**src/rtl/tft_spi_decoder.sv**
```systemverilog
// Snoops a mode-0 TFT SPI bus, emits received bytes and decodes CASET/PASET/RAMWR
// into window registers and addressed RGB565 pixels. States: IDLE, CASET, PASET, RAMWR, IGNORE.
module tft_spi_decoder #(
  parameter bit          SYNC_EN  = 1'b1,
  parameter logic [15:0] XDEF_END = 16'd239,
  parameter logic [15:0] YDEF_END = 16'd319
) (
  input  logic        clk,
  input  logic        rst,
  input  logic        sclk,
  input  logic        mosi,
  input  logic        csn,
  input  logic        dcn,
  output logic        byte_valid,
  output logic [7:0]  byte_data,
  output logic        byte_dcn,
  output logic        pixel_valid,
  output logic [15:0] pixel_color,
  output logic [15:0] pixel_x,
  output logic [15:0] pixel_y,
  output logic [15:0] win_xstart,
  output logic [15:0] win_xend,
  output logic [15:0] win_ystart,
  output logic [15:0] win_yend,
  output logic        frame_err
);

  typedef enum logic [2:0] {ST_IDLE, ST_CASET, ST_PASET, ST_RAMWR, ST_IGNORE} state_t;

  logic [1:0] sclk_sync_q, mosi_sync_q, csn_sync_q, dcn_sync_q;
  logic       sclk_s, mosi_s, csn_s, dcn_s;
  logic       sclk_prev_q, csn_prev_q;
  logic       edge_ok, byte_done;
  logic [7:0] new_byte;

  logic [2:0]  bit_cnt_q, bit_cnt_d;
  logic [6:0]  shift_q, shift_d;
  logic        byte_valid_q, byte_valid_d, byte_dcn_q, byte_dcn_d, frame_err_q, frame_err_d;
  logic [7:0]  byte_data_q, byte_data_d;
  state_t      state_q, state_d;
  logic [2:0]  arg_q, arg_d;
  logic        phase_q, phase_d;
  logic [7:0]  hi_q, hi_d;
  logic [15:0] ptr_x_q, ptr_x_d, ptr_y_q, ptr_y_d;
  logic        pixel_valid_q, pixel_valid_d;
  logic [15:0] pixel_color_q, pixel_color_d, pixel_x_q, pixel_x_d, pixel_y_q, pixel_y_d;
  logic [15:0] xstart_q, xstart_d, xend_q, xend_d, ystart_q, ystart_d, yend_q, yend_d;

  always_ff @(posedge clk) begin
    if (rst) begin
      sclk_sync_q <= 2'b00;
      mosi_sync_q <= 2'b00;
      csn_sync_q  <= 2'b11;
      dcn_sync_q  <= 2'b00;
    end else begin
      sclk_sync_q <= {sclk_sync_q[0], sclk};
      mosi_sync_q <= {mosi_sync_q[0], mosi};
      csn_sync_q  <= {csn_sync_q[0], csn};
      dcn_sync_q  <= {dcn_sync_q[0], dcn};
    end
  end

  assign sclk_s = SYNC_EN ? sclk_sync_q[1] : sclk;
  assign mosi_s = SYNC_EN ? mosi_sync_q[1] : mosi;
  assign csn_s  = SYNC_EN ? csn_sync_q[1]  : csn;
  assign dcn_s  = SYNC_EN ? dcn_sync_q[1]  : dcn;

  // An edge landing on the same clk as the csn rise still counts, so a byte
  // finishing exactly as the frame closes is kept.
  assign edge_ok  = sclk_s & ~sclk_prev_q & (~csn_s | ~csn_prev_q);
  assign new_byte = {shift_q, mosi_s};

  always_comb begin
    bit_cnt_d    = bit_cnt_q;
    shift_d      = shift_q;
    byte_valid_d = 1'b0;
    byte_data_d  = byte_data_q;
    byte_dcn_d   = byte_dcn_q;
    frame_err_d  = 1'b0;
    byte_done    = 1'b0;
    if (edge_ok) begin
      shift_d   = new_byte[6:0];
      bit_cnt_d = bit_cnt_q + 3'd1;
      if (bit_cnt_q == 3'd7) begin
        byte_done    = 1'b1;
        byte_valid_d = 1'b1;
        byte_data_d  = new_byte;
        byte_dcn_d   = dcn_s;
      end
    end else if (csn_s) begin
      bit_cnt_d   = 3'd0;
      frame_err_d = (bit_cnt_q != 3'd0);
    end
  end

  always_comb begin
    state_d       = state_q;
    arg_d         = arg_q;
    phase_d       = phase_q;
    hi_d          = hi_q;
    ptr_x_d       = ptr_x_q;
    ptr_y_d       = ptr_y_q;
    pixel_valid_d = 1'b0;
    pixel_color_d = pixel_color_q;
    pixel_x_d     = pixel_x_q;
    pixel_y_d     = pixel_y_q;
    xstart_d      = xstart_q;
    xend_d        = xend_q;
    ystart_d      = ystart_q;
    yend_d        = yend_q;
    if (byte_done && !dcn_s) begin
      arg_d   = 3'd0;
      phase_d = 1'b0;
      case (new_byte)
        8'h2A:   state_d = ST_CASET;
        8'h2B:   state_d = ST_PASET;
        8'h2C: begin
          state_d = ST_RAMWR;
          ptr_x_d = xstart_q;
          ptr_y_d = ystart_q;
        end
        default: state_d = ST_IGNORE;
      endcase
    end else if (byte_done) begin
      case (state_q)
        ST_CASET, ST_PASET: begin
          if (arg_q < 3'd4) arg_d = arg_q + 3'd1;
          case ({state_q == ST_PASET, arg_q})
            4'b0000: xstart_d[15:8] = new_byte;
            4'b0001: xstart_d[7:0]  = new_byte;
            4'b0010: xend_d[15:8]   = new_byte;
            4'b0011: xend_d[7:0]    = new_byte;
            4'b1000: ystart_d[15:8] = new_byte;
            4'b1001: ystart_d[7:0]  = new_byte;
            4'b1010: yend_d[15:8]   = new_byte;
            4'b1011: yend_d[7:0]    = new_byte;
            default: ;
          endcase
        end
        ST_RAMWR: begin
          if (!phase_q) begin
            hi_d    = new_byte;
            phase_d = 1'b1;
          end else begin
            phase_d       = 1'b0;
            pixel_valid_d = 1'b1;
            pixel_color_d = {hi_q, new_byte};
            pixel_x_d     = ptr_x_q;
            pixel_y_d     = ptr_y_q;
            if (ptr_x_q == xend_q) begin
              ptr_x_d = xstart_q;
              ptr_y_d = (ptr_y_q == yend_q) ? ystart_q : ptr_y_q + 16'd1;
            end else begin
              ptr_x_d = ptr_x_q + 16'd1;
            end
          end
        end
        default: ;
      endcase
    end
  end

  always_ff @(posedge clk) begin
    if (rst) begin
      sclk_prev_q   <= 1'b0;
      csn_prev_q    <= 1'b1;
      bit_cnt_q     <= 3'd0;
      shift_q       <= 7'd0;
      byte_valid_q  <= 1'b0;
      byte_data_q   <= 8'd0;
      byte_dcn_q    <= 1'b0;
      frame_err_q   <= 1'b0;
      state_q       <= ST_IDLE;
      arg_q         <= 3'd0;
      phase_q       <= 1'b0;
      hi_q          <= 8'd0;
      ptr_x_q       <= 16'd0;
      ptr_y_q       <= 16'd0;
      pixel_valid_q <= 1'b0;
      pixel_color_q <= 16'd0;
      pixel_x_q     <= 16'd0;
      pixel_y_q     <= 16'd0;
      xstart_q      <= 16'd0;
      xend_q        <= XDEF_END;
      ystart_q      <= 16'd0;
      yend_q        <= YDEF_END;
    end else begin
      sclk_prev_q   <= sclk_s;
      csn_prev_q    <= csn_s;
      bit_cnt_q     <= bit_cnt_d;
      shift_q       <= shift_d;
      byte_valid_q  <= byte_valid_d;
      byte_data_q   <= byte_data_d;
      byte_dcn_q    <= byte_dcn_d;
      frame_err_q   <= frame_err_d;
      state_q       <= state_d;
      arg_q         <= arg_d;
      phase_q       <= phase_d;
      hi_q          <= hi_d;
      ptr_x_q       <= ptr_x_d;
      ptr_y_q       <= ptr_y_d;
      pixel_valid_q <= pixel_valid_d;
      pixel_color_q <= pixel_color_d;
      pixel_x_q     <= pixel_x_d;
      pixel_y_q     <= pixel_y_d;
      xstart_q      <= xstart_d;
      xend_q        <= xend_d;
      ystart_q      <= ystart_d;
      yend_q        <= yend_d;
    end
  end

  assign byte_valid  = byte_valid_q;
  assign byte_data   = byte_data_q;
  assign byte_dcn    = byte_dcn_q;
  assign frame_err   = frame_err_q;
  assign pixel_valid = pixel_valid_q;
  assign pixel_color = pixel_color_q;
  assign pixel_x     = pixel_x_q;
  assign pixel_y     = pixel_y_q;
  assign win_xstart  = xstart_q;
  assign win_xend    = xend_q;
  assign win_ystart  = ystart_q;
  assign win_yend    = yend_q;

endmodule
```
**config.mk**
```make
export PLATFORM = sky130hd
export DESIGN_NAME = tft_spi_decoder
export DESIGN_NICKNAME = d
export VERILOG_FILES = /design/src/rtl/tft_spi_decoder.sv
export SDC_FILE = /design/constraint.sdc
export NUM_CORES = 1
export LEC_CHECK = 0
export ABC_AREA = 1
export CAP_MARGIN = 15
export CORE_ASPECT_RATIO = 2
export CORE_MARGIN = 8
export CORE_UTILIZATION = 58
export CTS_CLUSTER_DIAMETER = 60
export CTS_CLUSTER_SIZE = 24
export DETAILED_ROUTE_END_ITERATION = 7
export PLACE_DENSITY_LB_ADDON = 0.12
export REMOVE_ABC_BUFFERS = 1
export SLEW_MARGIN = 5
export SYNTH_ARGS = -nofsm -noshare
export SYNTH_HDL_FRONTEND = slang
export SYNTH_SLANG_ARGS = --single-unit
export TNS_END_PERCENT = 100
```
**constraint.sdc**
```tcl
create_clock -name clk -period 3.35 [get_ports clk]
set_clock_uncertainty 0.15 [all_clocks]
set_input_delay 1.005 -clock clk [delete_from_list [all_inputs] [get_ports clk]]
set_output_delay 1.005 -clock clk [all_outputs]
set_load 0.1 [all_outputs]
```
Yosys cells after proc, flatten, opt, wreduce, memory -nomap -nowiden. Index checks and enable logic that the tools add are counted.

Register bits after elaboration: 191. Input port bits: 6. Word-level logic and storage cells: 110.

$add $sub $neg: 4. $lt $le $gt $ge: 1. Eq/ne operators: 17. Muxes and demuxes: 20. Bitwise operators: 10. Reduce and logical (&&, ||, !) cells: 28.

Operators by type and width (number): $mux W16 (13); $reduce_and A4 Y1 (11); $add A16 B1 Y16 const B (2); $eq A16 B16 Y1 (2); $eq A8 B6 Y1 const B (3); $eq A4 B4 Y1 const B (4); $reduce_bool A2 Y1 (5); $pmux W3 S3 (1); $eq A4 B2 Y1 const B (2); $not A1 Y1 (7); $add A3 B1 Y3 const B (2); $eq A3 B2 Y1 const B (2); $mux W3 (2); $reduce_and A5 Y1 (1); $eq A4 B1 Y1 const B (1); $logic_not A4 Y1 (1); $mux W1 (4); $reduce_and A2 Y1 (2); $reduce_or A2 Y1 (2); $reduce_or A4 Y1 (1); $eq A3 B1 Y1 const B (1); $eq A3 B3 Y1 const B (1); $lt A3 B3 Y1 const B (1); $reduce_and A3 Y1 (1); other kinds (7) (8).

Depth between registers and ports, before layout. Gate-level depths: netlist of run 1.

Depth after elaboration: 7. Depth in mapped cells: 14. Gate-level depth less buffers: 12.

Worst setup path before layout of run 1. Ideal clock, no wire load.

Path kind: reg-to-reg. Start point: reg xend_q[15], in the netlist win_xend[15]. End point: reg ptr_x_q[10]. Arrival time: 2087 ps. Required time: 3082 ps. Path slack: 995 ps. Stages on the path, launching flop included: 13. Buffers on the path: 1. Clock period less this slack: 2355 ps. Path through: dfxtp_1 > inv_1 > nand2_1 > nand2_1 > nor2_1 > nand2_1 > nor2_2 > nand2_4 > nand2_8 > nand2_4 > buf_6 > o21ai_0 > nor2_1.

Word-level cells in the longest chain between the ends: 6.

RTL lines: start: declaration (RTL line 47) `logic [15:0] xstart_q, xstart_d, xend_q, xend_d, ystart_q, ystart_d, yend_q, yend_d;`; start signal: assignment (RTL line 207) `xend_q <= xend_d;`; $eq A16 B16 Y1 (RTL line 150) `if (ptr_x_q == xend_q) begin`; $mux W16 (RTL line 150); $mux W16 (RTL line 141) `if (!phase_q) begin`; $mux W16 (RTL line 125) `case (state_q)`; $mux W16 (RTL line 124) `end else if (byte_done) begin`; $mux W16 (RTL line 111) `if (byte_done && !dcn_s) begin`; end signal: assignment (RTL line 200) `ptr_x_q <= ptr_x_d;`; end: declaration (RTL line 44) `logic [15:0] ptr_x_q, ptr_x_d, ptr_y_q, ptr_y_d;`.

Every way passes these cells. The select of a mux whose other input is x is not followed. A chain may end at the register's enable or synchronous reset.

Worst setup path in the final report of run 1.
Start point: reg bit_cnt_q[0]. End point: reg yend_q[6], in the netlist win_yend[6].

Word-level cells in the longest chain between the ends: 6.

RTL lines: start: declaration (RTL line 36) `logic [2:0] bit_cnt_q, bit_cnt_d;`; start signal: assignment (RTL line 190) `bit_cnt_q <= bit_cnt_d;`; $eq A3 B3 Y1 * (RTL line 84) `if (bit_cnt_q == 3'd7) begin`; $mux W1 * (RTL line 84); $mux W1 * (RTL line 81) `if (edge_ok) begin`; $logic_and A1 B1 Y1 (RTL line 111); $not A1 Y1 (no source line); $reduce_and A4 Y1 (no source line) *; end signal: assignment (RTL line 209) `yend_q <= yend_d;`; end: declaration (RTL line 47).

Mark *: on every way between the ends. The rest lies on a longest branch, timed or not.

==> metrics.txt, run 1 <==
status completed; drt first pass iters 5; sequential area share after synthesis 45.2%; worst setup path startpoint bit_cnt_q[0]$_SDFFE_PP0P_; fin. max-slew vios 0; ranking of synthesized cells by area dfxtp_1 45%, nand2_1 11%, o21ai_0 8.0%; clk_lat worst skew 0.43 ns; Final period util 80.4%; Post-synth top cells 245 x nand2_1, 191 x dfxtp_1, 142 x nor2_1, 135 x o21ai_0, 115 x inv_1; RSZ-0062 raised after global routing false; Routability Congestion 0.907; CTS clk-pin slew, worst paths 0.07 ns; Yosys top cell by area dfxtp_1; grt total ovfl 0; share of the synthesized area in the top cell type 45.2%; # rows 62; Area growth syn-to-layout 19.8%; final cell count without fillers 1473; flop-to-flop setup slack 0.66 ns; Max-cap violations 0; DR iter-0 viols 446; FF-to-FF path depth 10; synth warn 0; LEAKAGE 4.55 nW; Worst setup endpoint win_yend[6]$_SDFFE_PP0P_; # IOs 130; CTS Buf Count 17; antenna-violating nets left 0; type of the worst min-delay path reg2reg; CP Capture Type flop; r2r endpoint win_yend[6]$_SDFFE_PP0P_; htree depth 4; port bufs 129; Power Total 0.00445 W; CTS tree done; pwr dens 440 nW/um^2; Mapped Area 8460 sq um; Hold WS 0.252 ns; CTS root buf clkbuf_16; max_slew headroom 59.4%; f_max 371 MHz; die area 18900 sq um; Max clock buf depth 2; peak supply drop 365 uV; ys async rst share 0%; die height 187 um; post-DP HPWL 17300 um; post-CTS sizing 0; DRC 0; vias in the first global route 7854; antenna violations before repair 0; Distinct cells, synth 43; # diodes 0; DR vias/cell 5.41; EDFF count, synth 0; Setup violations, final 0; most frequent cell after synthesis nand2_1; worst r2r src bit_cnt_q[0]$_SDFFE_PP0P_; CTS hold repair buffers 0; worst-path fanout max 30; DR WL/cell 16.4 um; share of layout cells above drive strength 1 16.9%; post-route minimum period 2.69 ns; # Post-CTS Setup Buffers 0; Placed Instances 1441; largest net degree at the start of global routing 44; Worst Path Required 3.50 ns; Worst EP arrival 2.84 ns; fin util 71.0%; Final #Nets 1283; hold_sp sclk_sync_q[0]$_SDFF_PP0_; Core ar. 14300 sq um; GRT Util Overall 25.8%; drt total wl 24200 um; Avg Cell Area, Syn 7.30 sq um; Synth Register Bits 191; first-pass GRT wire length 38700 um; cell count after synthesis 1159; clock sinks 191; Final Hold Viols 0; vias 7970; critical path class reg2reg; CP startpoint kind flop; Synth Flop Type dfxtp_1; Least-Margin Pin Slew 0.608 ns; setup TNS 0 ns; die width 101 um; Initial Util 59.2%
-- per-layer routing --
layer	part of all wire (%)	wire (um)	GRT usage, %	vias up
li1	-	-	-	3957
met4	5.5	1340	16.5	0
met1	38	9120	26.6	3655
met5	0	0	0	-
met2	52	12500	46.0	269
met3	4.9	1200	4.55	89
-- where the power goes --
| group | leakage (nW) | internal (W) | switching, W |
|---|---|---|---|
| clock network | 0.295 | 0.00115 | 0.000930 |
| logic | 2.72 | 0.0000294 | 0.0000637 |
| registers | 1.54 | 0.00228 | 0.00000739 |
| total | 4.55 | 0.00345 | 0.00100 |
-- flip-flops by register name, summed over array words and instances (netlist names), 2 cells and up --
signal	count
pixel_color	16
pixel_x	16
pixel_y	16
ptr_x_q	16
ptr_y_q	16
win_xend	16
win_xstart	16
win_yend	16
win_ystart	16
byte_data	8
hi_q	8
shift_q	7
arg_q	3
bit_cnt_q	3
state_q	3
csn_sync_q	2
dcn_sync_q	2
mosi_sync_q	2
sclk_sync_q	2
-- worst min-delay path by stage --
stage / end / slack (ns) / cells past startpoint
final: sclk_sync_q[1]$_SDFF_PP0_ / 0.25 / 2
after global routing: dcn_sync_q[1]$_SDFF_PP0_ / 0.28 / 2
after CTS: dcn_sync_q[1]$_SDFF_PP0_ / 0.25 / 2
after detailed placement: dcn_sync_q[1]$_SDFF_PP0_ / 0.24 / 2
after global placement: sclk_sync_q[1]$_SDFF_PP0_ / 0.24 / 2
after floorplan: dcn_sync_q[1]$_SDFF_PP0_ / 0.24 / 2
-- final cells by class --
class | instances | area, sq um
flip-flops and latches | 191 | 3820
well taps | 192 | 240
inverters | 126 | 479
fillers | 1250 | 4140
repair buffers | 144 | 1130
clock inverters | 14 | 169
multi-input cells | 788 | 3850
clock buffers | 18 | 439
-- through the flow --
step                area [sq um]  setup WS, ns
global route               10100         0.442
finish                     10100         0.657
global placement            9520         0.697
floorplan                   8150        -0.399
detailed placement          9520         0.632
CTS                        10100         0.643
-- kinds of logic (layout without fill, tap and decap cells) --
kind of cell,Yosys count,after routing,synth area share [%]
buffers and inverters,180,302,9.28
xor gates and xnor gates,20,20,2.07
DFF,191,191,45.2
and+or+nand+nor,493,493,25.0
adders and majority gates,9,9,1.33
AOI/OAI and AO/OA,266,266,17.1
-- cell usage in the layout, fill, tap and decap left out, types with 15 or more instances in the layout --
master | netlist | routed
nor2_1 | 142 | 142
a21oi_1 | 96 | 96
nand3_1 | 56 | 56
o21ai_0 | 135 | 135
dfxtp_1 | 191 | 191
buf_4 | 5 | 136
clkbuf_16 | 0 | 17
nand2_1 | 245 | 245
xor2_1 | 19 | 19
nand4_1 | 15 | 15
inv_1 | 115 | 114
-- critical path, cell delays in order, from the launching register on --
cell     delay (ns)
dfxtp_1        0.32
ha_1           0.19
ha_1           0.21
nand3_4        0.17
nor2_4         0.06
inv_4          0.30
nand2_2        0.13
nor2_2         0.18
nand3_1        0.44
o21ai_0        0.34
a21oi_1        0.06
(Power assumes the default switching activity.)
==> inputs of run 2 (changes only) <==
--- a/config.mk
+++ b/config.mk
@@ -9,7 +9,7 @@
 export CAP_MARGIN = 15
 export CORE_ASPECT_RATIO = 2
 export CORE_MARGIN = 8
-export CORE_UTILIZATION = 58
+export CORE_UTILIZATION = 54
 export CTS_CLUSTER_DIAMETER = 60
 export CTS_CLUSTER_SIZE = 24
 export DETAILED_ROUTE_END_ITERATION = 7
==> constraint.sdc (replaced) <==
create_clock -name clk -period 2.8 [get_ports clk]
set_clock_uncertainty 0.15 [all_clocks]
set_input_delay 0.84 -clock clk [delete_from_list [all_inputs] [get_ports clk]]
set_output_delay 0.84 -clock clk [all_outputs]
set_load 0.1 [all_outputs]
==> metrics.txt, run 2 (synthesis results as in run 1) <==
max_slew headroom 62.3% (was 59.4%); Worst path most repeated cell ha_1 (unchanged); vias 7931 (was 7970); Area growth syn-to-layout 20.8% (was 19.8%); clock sinks 191 (unchanged); Final period util 88.9% (was 80.4%); Design Area, Final 10200 sq um (was 10100 sq um); Routability Congestion 0.917 (was 0.907); CTS hold repair buffers 0 (unchanged); type of the worst min-delay path reg2reg (unchanged); critical-path cell with the highest stage delay nand3_1 (unchanged); FF-to-FF path depth 10 (unchanged); sequential cell area 3820 sq um (unchanged); first-pass GRT wire length 38900 um (was 38700 um); post-CTS sizing 0 (unchanged); flop-to-flop setup slack 0.31 ns (was 0.66 ns); LEAKAGE 4.59 nW (was 4.55 nW); r2r endpoint win_yend[6]$_SDFFE_PP0P_ (unchanged); sw power 0.00116 W (was 0.00100 W); status completed (unchanged); # rows 65 (was 62); commonest non-fill, non-tap cells in the layout 245 x nand2_1, 191 x dfxtp_1, 144 x buf_4, 142 x nor2_1, 135 x o21ai_0 (was 245 x nand2_1, 191 x dfxtp_1, 142 x nor2_1, 136 x buf_4, 135 x o21ai_0); sequential share of power 51.3% (about the same); critical path's largest stage delay 0.42 ns (was 0.44 ns); Worst Path Required 2.94 ns (was 3.50 ns); largest net degree at the start of global routing 82 (was 44); CTS root buf clkbuf_16 (unchanged); Worst EP arrival 2.63 ns (was 2.84 ns); switching share of total power 21.8% (was 22.5%); htree depth 4 (unchanged); Post-DP Area 9610 sq um (was 9520 sq um); Final Hold Viols 0 (unchanged); Least-Margin Pin Slew 0.564 ns (was 0.608 ns); Pint 0.00416 W (was 0.00345 W); CP Capture Type flop (unchanged); hold_sp sclk_sync_q[0]$_SDFF_PP0_ (unchanged); DRC 0 (unchanged); share of layout cells above drive strength 1 17.4% (was 16.9%); Power Total 0.00531 W (was 0.00445 W); port bufs 129 (unchanged); Hold WS 0.250 ns (was 0.252 ns); peak supply drop 475 uV (was 365 uV); Top delay family on crit path simple AND/OR/NAND/NOR gates (unchanged); multi-input logic area 3850 sq um (unchanged); die area 20200 sq um (was 18900 sq um); drt total wl 24300 um (was 24200 um); Setup violations, final 0 (unchanged); CP startpoint kind flop (unchanged); worst r2r src bit_cnt_q[1]$_SDFFE_PP0P_ (was bit_cnt_q[0]$_SDFFE_PP0P_); Max-cap violations 0 (unchanged); critical path class reg2reg (unchanged); vias in the first global route 7719 (was 7854); clk_lat worst skew 0.42 ns (was 0.43 ns); f_max 402 MHz (was 371 MHz); Core ar. 15500 sq um (was 14300 sq um); CP Cell Sequence ha_1, ha_1, nand3_4, nor2_4, inv_4, nand2_2, nor2_2, nand3_1, o21ai_0, a21oi_1 (unchanged); antenna violations before repair 0 (unchanged); DR iter-0 viols 401 (was 446); post-DP HPWL 17500 um (was 17300 um); CTS clk-pin slew, worst paths 0.07 ns (about the same); GRT Util Overall 24.0% (was 25.8%); DR vias/cell 5.32 (was 5.41); Hold Path Sink sclk_sync_q[1]$_SDFF_PP0_ (unchanged); CP Buf/Inv Count 1 (unchanged); fin. max-slew vios 0 (unchanged); # diodes 0 (unchanged); setup TNS 0 ns (unchanged); Initial Util 54.4% (was 59.2%); die height 193 um (was 187 um); die width 104 um (was 101 um); CTS Buf Count 17 (unchanged); worst-path fanout max 20 (was 30); commonest non-fill, non-tap cell in the layout nand2_1 (unchanged); DR WL/cell 16.3 um (was 16.4 um); clock share of power 46.5% (was 46.7%); # Post-CTS Setup Buffers 0 (unchanged); hold path cells 2 (unchanged); drt first pass iters 5 (unchanged); Final #Nets 1292 (was 1283); pwr dens 520 nW/um^2 (was 440 nW/um^2); fillers 1369 (was 1250); antenna-violating nets left 0 (unchanged); Max clock buf depth 2 (unchanged); CTS tree done (unchanged); grt total ovfl 0 (unchanged); RSZ-0062 raised after global routing false (unchanged); post-route minimum period 2.49 ns (was 2.69 ns); # IOs 130 (unchanged); Comb power frac 2.2% (was 2.1%)
[run 2: power by group through the flow]
stage / clock network [W] / logic (W) / registers [W]
after global placement: 0 / 0.000113 / 0.00279
after detailed placement: 0 / 0.000114 / 0.00279
after CTS: 0.00249 / 0.000116 / 0.00273
after floorplan: 0 / 0.0000597 / 0.00279
final: 0.00247 / 0.000117 / 0.00273
after global routing: 0.00260 / 0.000127 / 0.00273
[run 2: metal layers]
layer	wire length, um	GRT usage (%)
met1	9890	26.3
met2	12500	43.5
met3	1300	4.86
met4	679	11.0
met5	0	0
[run 2: final cells by class]
cell class,instances,area share (%)
multi-input combinational,788,37.7
clock buffer,21,4.61
inverter,126,4.69
sequential,191,37.4
clock inverter,10,1.25
timing repair buffer,153,11.9
tap,201,2.46
[run 2: worst max-delay path by stage]
stage	from	end	slack [ns]	depth (start not counted)
2_1_floorplan	rst	arg_q[1]$_SDFFE_PP0P_	-0.78	3
3_3_place_gp	bit_cnt_q[0]$_SDFFE_PP0P_	win_ystart[3]$_SDFFE_PP0P_	0.44	10
3_5_place_dp	bit_cnt_q[1]$_SDFFE_PP0P_	win_yend[6]$_SDFFE_PP0P_	0.38	10
4_1_cts	bit_cnt_q[1]$_SDFFE_PP0P_	win_ystart[5]$_SDFFE_PP0P_	0.33	10
5_1_grt	bit_cnt_q[1]$_SDFFE_PP0P_	win_yend[7]$_SDFFE_PP0P_	0.05	10
6_report	bit_cnt_q[1]$_SDFFE_PP0P_	win_yend[6]$_SDFFE_PP0P_	0.31	10
[run 2: through the flow]
stage	util, %	instances	worst slack (ns)
after floorplan	-	1105	-0.784
after global placement	61.9	1459	0.436
after detailed placement	61.9	1459	0.379
after CTS	65.7	1490	0.328
after global routing	65.7	1490	0.0489
final	65.7	1490	0.310
[run 2: tightest hold or removal path: cells and delay by family, from the launching register on]
| family | cells | cell delay, ns |
|---|---|---|
| DFF | 1 | 0.30 |
| and+or+nand+nor | 1 | 0.03 |
| buffers and inverters | 1 | 0.04 |
